**src/rtl/serial_transmitter_if.sv**
```systemverilog
// Port-bus side of the serial transmitter: one register access per cycle,
// read data returned combinationally for OR-combining onto the CPU in_port.
interface serial_transmitter_if;
  logic       en;
  logic       wr;
  logic       addr;
  logic [7:0] data_in;
  logic [7:0] data_out;

  modport master (output en, wr, addr, data_in, input data_out);
  modport slave  (input en, wr, addr, data_in, output data_out);
endinterface

```
**src/rtl/serial_transmitter.sv**
```systemverilog
// 8N1 UART transmitter: CPU-fed FIFO drained by a baud-rate shifter,
// with status/count readback and a registered all-sent flag.
module serial_transmitter #(
  parameter int CLOCK_DIVISOR   = 434,
  parameter int FIFO_DEPTH_LOG2 = 4
) (
  input  logic                 clk,
  input  logic                 reset,
  serial_transmitter_if.slave  bus,
  output logic                 txd,
  output logic                 done
);
  localparam int N     = FIFO_DEPTH_LOG2;
  localparam int DEPTH = 1 << N;
  localparam logic [N:0]  FULL_CNT    = (N+1)'(DEPTH);
  localparam logic [15:0] BAUD_RELOAD = 16'(CLOCK_DIVISOR - 1);

  typedef enum logic [1:0] {IDLE, START, DATA, STOP} state_t;

  state_t         state;
  logic [7:0]     mem [DEPTH];
  logic [N-1:0]   rdPtr, wrPtr;
  logic [N:0]     count;
  logic [7:0]     shiftReg;
  logic [2:0]     bitIdx;
  logic [15:0]    baudCnt;
  logic           overflow;
  logic           bitEnd, pop, push, accept, ovfClear;

  assign bitEnd   = (baudCnt == 16'd0);
  // The shifter takes a new byte when idle or at the last cycle of a stop bit.
  assign pop      = (count != '0) && ((state == IDLE) || (state == STOP && bitEnd));
  assign push     = bus.en && bus.wr && !bus.addr;
  assign accept   = push && ((count < FULL_CNT) || pop);
  assign ovfClear = bus.en && bus.wr && bus.addr && bus.data_in[0];

  always_comb begin
    bus.data_out = 8'h00;
    if (bus.en && !bus.wr) begin
      if (bus.addr) bus.data_out[N:0] = count;
      else          bus.data_out[3:0] = {overflow, ~done, count == '0, count == FULL_CNT};
    end
  end

  always_ff @(posedge clk)
    if (accept) mem[wrPtr] <= bus.data_in;

  always_ff @(posedge clk) begin
    if (reset) begin
      rdPtr    <= '0;
      wrPtr    <= '0;
      count    <= '0;
      overflow <= 1'b0;
    end else begin
      if (accept) wrPtr <= wrPtr + 1'b1;
      if (pop)    rdPtr <= rdPtr + 1'b1;
      if (accept && !pop)      count <= count + 1'b1;
      else if (pop && !accept) count <= count - 1'b1;
      if (push && !accept) overflow <= 1'b1;
      else if (ovfClear)   overflow <= 1'b0;
    end
  end

  always_ff @(posedge clk) begin
    if (reset) begin
      state    <= IDLE;
      txd      <= 1'b1;
      done     <= 1'b1;
      shiftReg <= 8'h00;
      bitIdx   <= 3'd0;
      baudCnt  <= 16'd0;
    end else begin
      case (state)
        IDLE: begin
          if (pop) begin
            shiftReg <= mem[rdPtr];
            baudCnt  <= BAUD_RELOAD;
            state    <= START;
            txd      <= 1'b0;
            done     <= 1'b0;
          end else begin
            txd  <= 1'b1;
            done <= 1'b1;
          end
        end
        START: begin
          if (bitEnd) begin
            baudCnt <= BAUD_RELOAD;
            bitIdx  <= 3'd0;
            txd     <= shiftReg[0];
            state   <= DATA;
          end else baudCnt <= baudCnt - 1'b1;
        end
        DATA: begin
          if (bitEnd) begin
            baudCnt <= BAUD_RELOAD;
            if (bitIdx == 3'd7) begin
              txd   <= 1'b1;
              state <= STOP;
            end else begin
              // Next line value is the bit that becomes LSB after this shift.
              txd      <= shiftReg[1];
              shiftReg <= shiftReg >> 1;
              bitIdx   <= bitIdx + 1'b1;
            end
          end else baudCnt <= baudCnt - 1'b1;
        end
        STOP: begin
          if (bitEnd) begin
            if (pop) begin
              shiftReg <= mem[rdPtr];
              baudCnt  <= BAUD_RELOAD;
              txd      <= 1'b0;
              state    <= START;
            end else begin
              txd   <= 1'b1;
              done  <= 1'b1;
              state <= IDLE;
            end
          end else baudCnt <= baudCnt - 1'b1;
        end
        default: state <= IDLE;
      endcase
    end
  end
endmodule
```
**src/flat_wrapper.sv**
```systemverilog
// flat-port wrapper written by rule: the top's interface ports become plain ports
module serial_transmitter_flat 
#(
  parameter int CLOCK_DIVISOR   = 434,
  parameter int FIFO_DEPTH_LOG2 = 4
)
  (clk, reset, txd, done, bus_en, bus_wr, bus_addr, bus_data_in, bus_data_out);
  serial_transmitter_if bus_i ();
  input  logic clk;
  input  logic reset;
  output logic txd;
  output logic done;
  input wire logic [$bits(bus_i.en)-1:0] bus_en;
  input wire logic [$bits(bus_i.wr)-1:0] bus_wr;
  input wire logic [$bits(bus_i.addr)-1:0] bus_addr;
  input wire logic [$bits(bus_i.data_in)-1:0] bus_data_in;
  output wire logic [$bits(bus_i.data_out)-1:0] bus_data_out;
  assign bus_i.en = bus_en;
  assign bus_i.wr = bus_wr;
  assign bus_i.addr = bus_addr;
  assign bus_i.data_in = bus_data_in;
  assign bus_data_out = bus_i.data_out;
  serial_transmitter #(.CLOCK_DIVISOR(CLOCK_DIVISOR), .FIFO_DEPTH_LOG2(FIFO_DEPTH_LOG2)) u_core (.clk(clk), .reset(reset), .bus(bus_i), .txd(txd), .done(done));
endmodule
```
**config.mk**
```make
export PLATFORM = sky130hd
export DESIGN_NAME = serial_transmitter_flat
export DESIGN_NICKNAME = d
export VERILOG_FILES = /design/src/rtl/serial_transmitter_if.sv /design/src/rtl/serial_transmitter.sv /design/src/flat_wrapper.sv
export SDC_FILE = /design/constraint.sdc
export NUM_CORES = 1
export LEC_CHECK = 0
export CAP_MARGIN = 20
export CORE_MARGIN = 3
export CORE_UTILIZATION = 55
export DETAILED_ROUTE_END_ITERATION = 10
export GPL_TIMING_DRIVEN = 0
export HOLD_SLACK_MARGIN = 0.1
export PLACE_DENSITY = 0.72
export RECOVER_POWER = 50
export SLEW_MARGIN = 20
export SYNTH_ARGS = -nofsm -noshare
export SYNTH_HDL_FRONTEND = slang
export SYNTH_SLANG_ARGS = --single-unit
```
**constraint.sdc**
```tcl
create_clock -name clk -period 5.3 [get_ports clk]
set_input_delay 1.06 -clock clk [delete_from_list [all_inputs] [get_ports clk]]
set_output_delay 1.06 -clock clk [all_outputs]
set_load 0.01 [all_outputs]
```
==> run metrics <==
Area growth syn-to-layout=12.31%; vias in the first global route=4673; Root Buffer=clkbuf_16; Net Sw Frac=0.3416; Chip Width=124.8 µm; clk slew on worst S/H paths=0.07 ns; layout cell share with drive strength beyond 1=0.1414; unrepaired setup endpoints after global routing=false; worst-path fanout max=10; type of the worst setup path=reg2reg; Flop pwr share=0.388; Setup Skew=0.01451 ns; H-Tree Depth=4; Synth cell types=70; Synth Instances=549; P_sw=1.499 mW; commonest non-fill, non-tap cell in the layout=edfxtp_1; first-pass GRT wire length=25.79 mm; Least-Margin Pin Slew=1.129 ns; DRC viols=0; vias post-DR=4815; min Tclk post-route=4.390 ns; Post-CTS Hold Fix Bufs=0; EDFF count, synth=128; Core Util, Final=0.6458; number of diodes=0; Final setup viols=0; outcome=finished, final reports clean; core box area=0.01351 mm²; Clk pwr share=0.279; period utilization=0.8283; Fillers=1000; Total Routing Usage GR=0.2140; Pwr Density=502.9 mW/mm²; Leak=2.985 nW; multi-input logic area=0.002730 mm²; total grt overflow=0; relative slew slack=0.2425; Yosys reg bits=177; CP Capture Type=flip-flop; crit path launch type=flip-flop; Routed Antenna Nets=0; Syn Area/Cell=14.15 µm²; Site Rows=42; routed length per instance=20.80 µm; Synth Warn #=0; Initial Util=0.5750; Combinational Power Share=0.333; vias per cell=6.197; height of the chip=124.8 µm; Post-Syn Area=0.007766 mm²; Final Hold Fails=0; TritonCTS Buffers=17; CTS Sinks=177; Seq/Total Area, Yosys=0.6212; die area=0.01558 mm²; Data required, critical path=5.66 ns; final wirelength=16.16 mm; Max-Cap Viols=0; DP Wirelength=10.89 mm; initial drt markers=475; # Post-CTS Setup Buffers=0; ys flop type=edfxtp_1; Synth async-reset ratio=0; buffers added on ports=17; commonest cells after routing, fill and taps aside=edfxtp_1 (128), dfxtp_1 (49), nor2_1 (36), mux2i_1 (24), mux4_2 (24); RD Place Congestion=0.8651; VDD IR max=0.3604 mV; internal power=2.888 mW; # nets final=620; final max-slew violation count=0; TritonCTS clock tree=yes; initial antenna violation count=0; TritonRoute pass-1 iters=5; TNS Setup=0 ns; # IOs=23; Register Area=0.004825 mm²; Resized cells post-CTS=0; FMAX=227.8 MHz; worst min path class=reg2reg; pin count of the biggest net entering global routing=18; worst-skew pair later-pin latency=0.43 ns; Arr. time, crit path=4.75 ns; clock buffer depth=2
## state kept, by name, indices dropped and copies added (netlist names), named ones only
name	cells
u_core.rdPtr	4
u_core.txd	1
u_core.done	1
u_core.shiftReg	8
u_core.state	2
u_core.baudCnt	16
u_core.wrPtr	4
u_core.overflow	1
u_core.count	5
u_core.bitIdx	3
u_core.mem	128
## metal layers
layer,share of wire,track usage
met1,0.43,0.2952
met2,0.50,0.3467
met3,0.061,0.05146
met4,0.010,0.05293
met5,0,0
## Yosys cell counts (all sizes together), types with 3 or more instances
library cell / count / area share
a31oi: 3 / 0.0024
nand3: 12 / 0.0077
xnor2: 7 / 0.0079
a211oi: 5 / 0.0055
nor3: 10 / 0.0064
a2111oi: 4 / 0.0045
nand2b: 15 / 0.012
or3: 3 / 0.0024
edfxtp: 128 / 0.49
o31ai: 3 / 0.0029
nor2: 36 / 0.017
a32o: 4 / 0.0053
a311oi: 5 / 0.0064
a32oi: 4 / 0.0045
mux2i: 24 / 0.031
a22o: 8 / 0.0090
and2: 3 / 0.0024
o211ai: 5 / 0.0048
mux2: 3 / 0.0043
clkbuf: 16 / 0.0079
ha: 18 / 0.029
buf: 15 / 0.012
and3: 17 / 0.014
a211o: 3 / 0.0034
a21oi: 18 / 0.012
or4b: 3 / 0.0039
nor2b: 8 / 0.0064
nand2: 18 / 0.0097
inv: 11 / 0.0053
nor4: 7 / 0.0076
a22oi: 3 / 0.0029
dfxtp: 49 / 0.13
mux4: 24 / 0.070
o221a: 3 / 0.0043
xor2: 6 / 0.0068
o21ai: 14 / 0.011
a21o: 4 / 0.0039
nand3b: 3 / 0.0029
## worst paths after layout
kind | from | slack [ns] | end | depth (start not counted)
max | u_core.state[1] | 0.91 | u_core.count[4] | 13
min | u_core.shiftReg[5] | 0.47 | u_core.shiftReg[5] | 1
max reg2reg | u_core.state[1] | 0.91 | u_core.count[4] | 13
min reg2reg | u_core.shiftReg[5] | 0.47 | u_core.shiftReg[5] | 1
## cell families after synthesis
logic type,synth area share
fa+ha+maj,0.03158
other cells,0.0004829
mux,0.1049
flops,0.6212
xor+xnor,0.01466
buf+inv,0.02545
simple gates,0.1065
compound gates,0.09521
## power groups by stage
stage / combinational [mW] / clock [mW] / sequential (mW)
after floorplan: 1.14 / 0 / 1.70
after global placement: 1.43 / 0 / 1.72
after detailed placement: 1.47 / 0 / 1.73
after CTS: 1.48 / 1.24 / 1.70
after global routing: 1.62 / 1.30 / 1.72
final: 1.46 / 1.22 / 1.70
## worst max-delay path: stages, from the launching register on
cell	delay (ns)
dfxtp_1	0.40
ha_1	0.31
or4b_2	0.65
nor4_4	0.43
o21ai_0	0.46
clkbuf_1	0.42
ha_1	0.32
inv_1	0.16
ha_1	0.29
a21o_1	0.17
a21oi_1	0.18
xnor2_1	0.09
or3_1	0.30
a21oi_1	0.13
## through the flow
step	total power [mW]	hold WS [ns]	setup WS (ns)	cells	instance area (µm²)
finish	4.387	0.4670	0.9098	777	8722
global route	4.631	0.4724	0.6244	777	8722
CTS	4.415	0.4648	1.082	777	8750
detailed placement	3.197	0.4488	1.094	745	8177
global placement	3.156	0.4437	1.168	744	8164
floorplan	2.837	0.4332	1.671	551	7774
## layout make-up
class / count / share of cell area
Tap cell: 176 / 0.02525
Sequential cell: 177 / 0.5531
Timing Repair Buffer: 18 / 0.02037
Buffer: 31 / 0.01779
Clock inverter: 15 / 0.01693
Inverter: 11 / 0.004734
Clock buffer: 17 / 0.04877
Multi-Input combinational cell: 332 / 0.3130
Note: power is estimated with default switching activity, not from simulation.
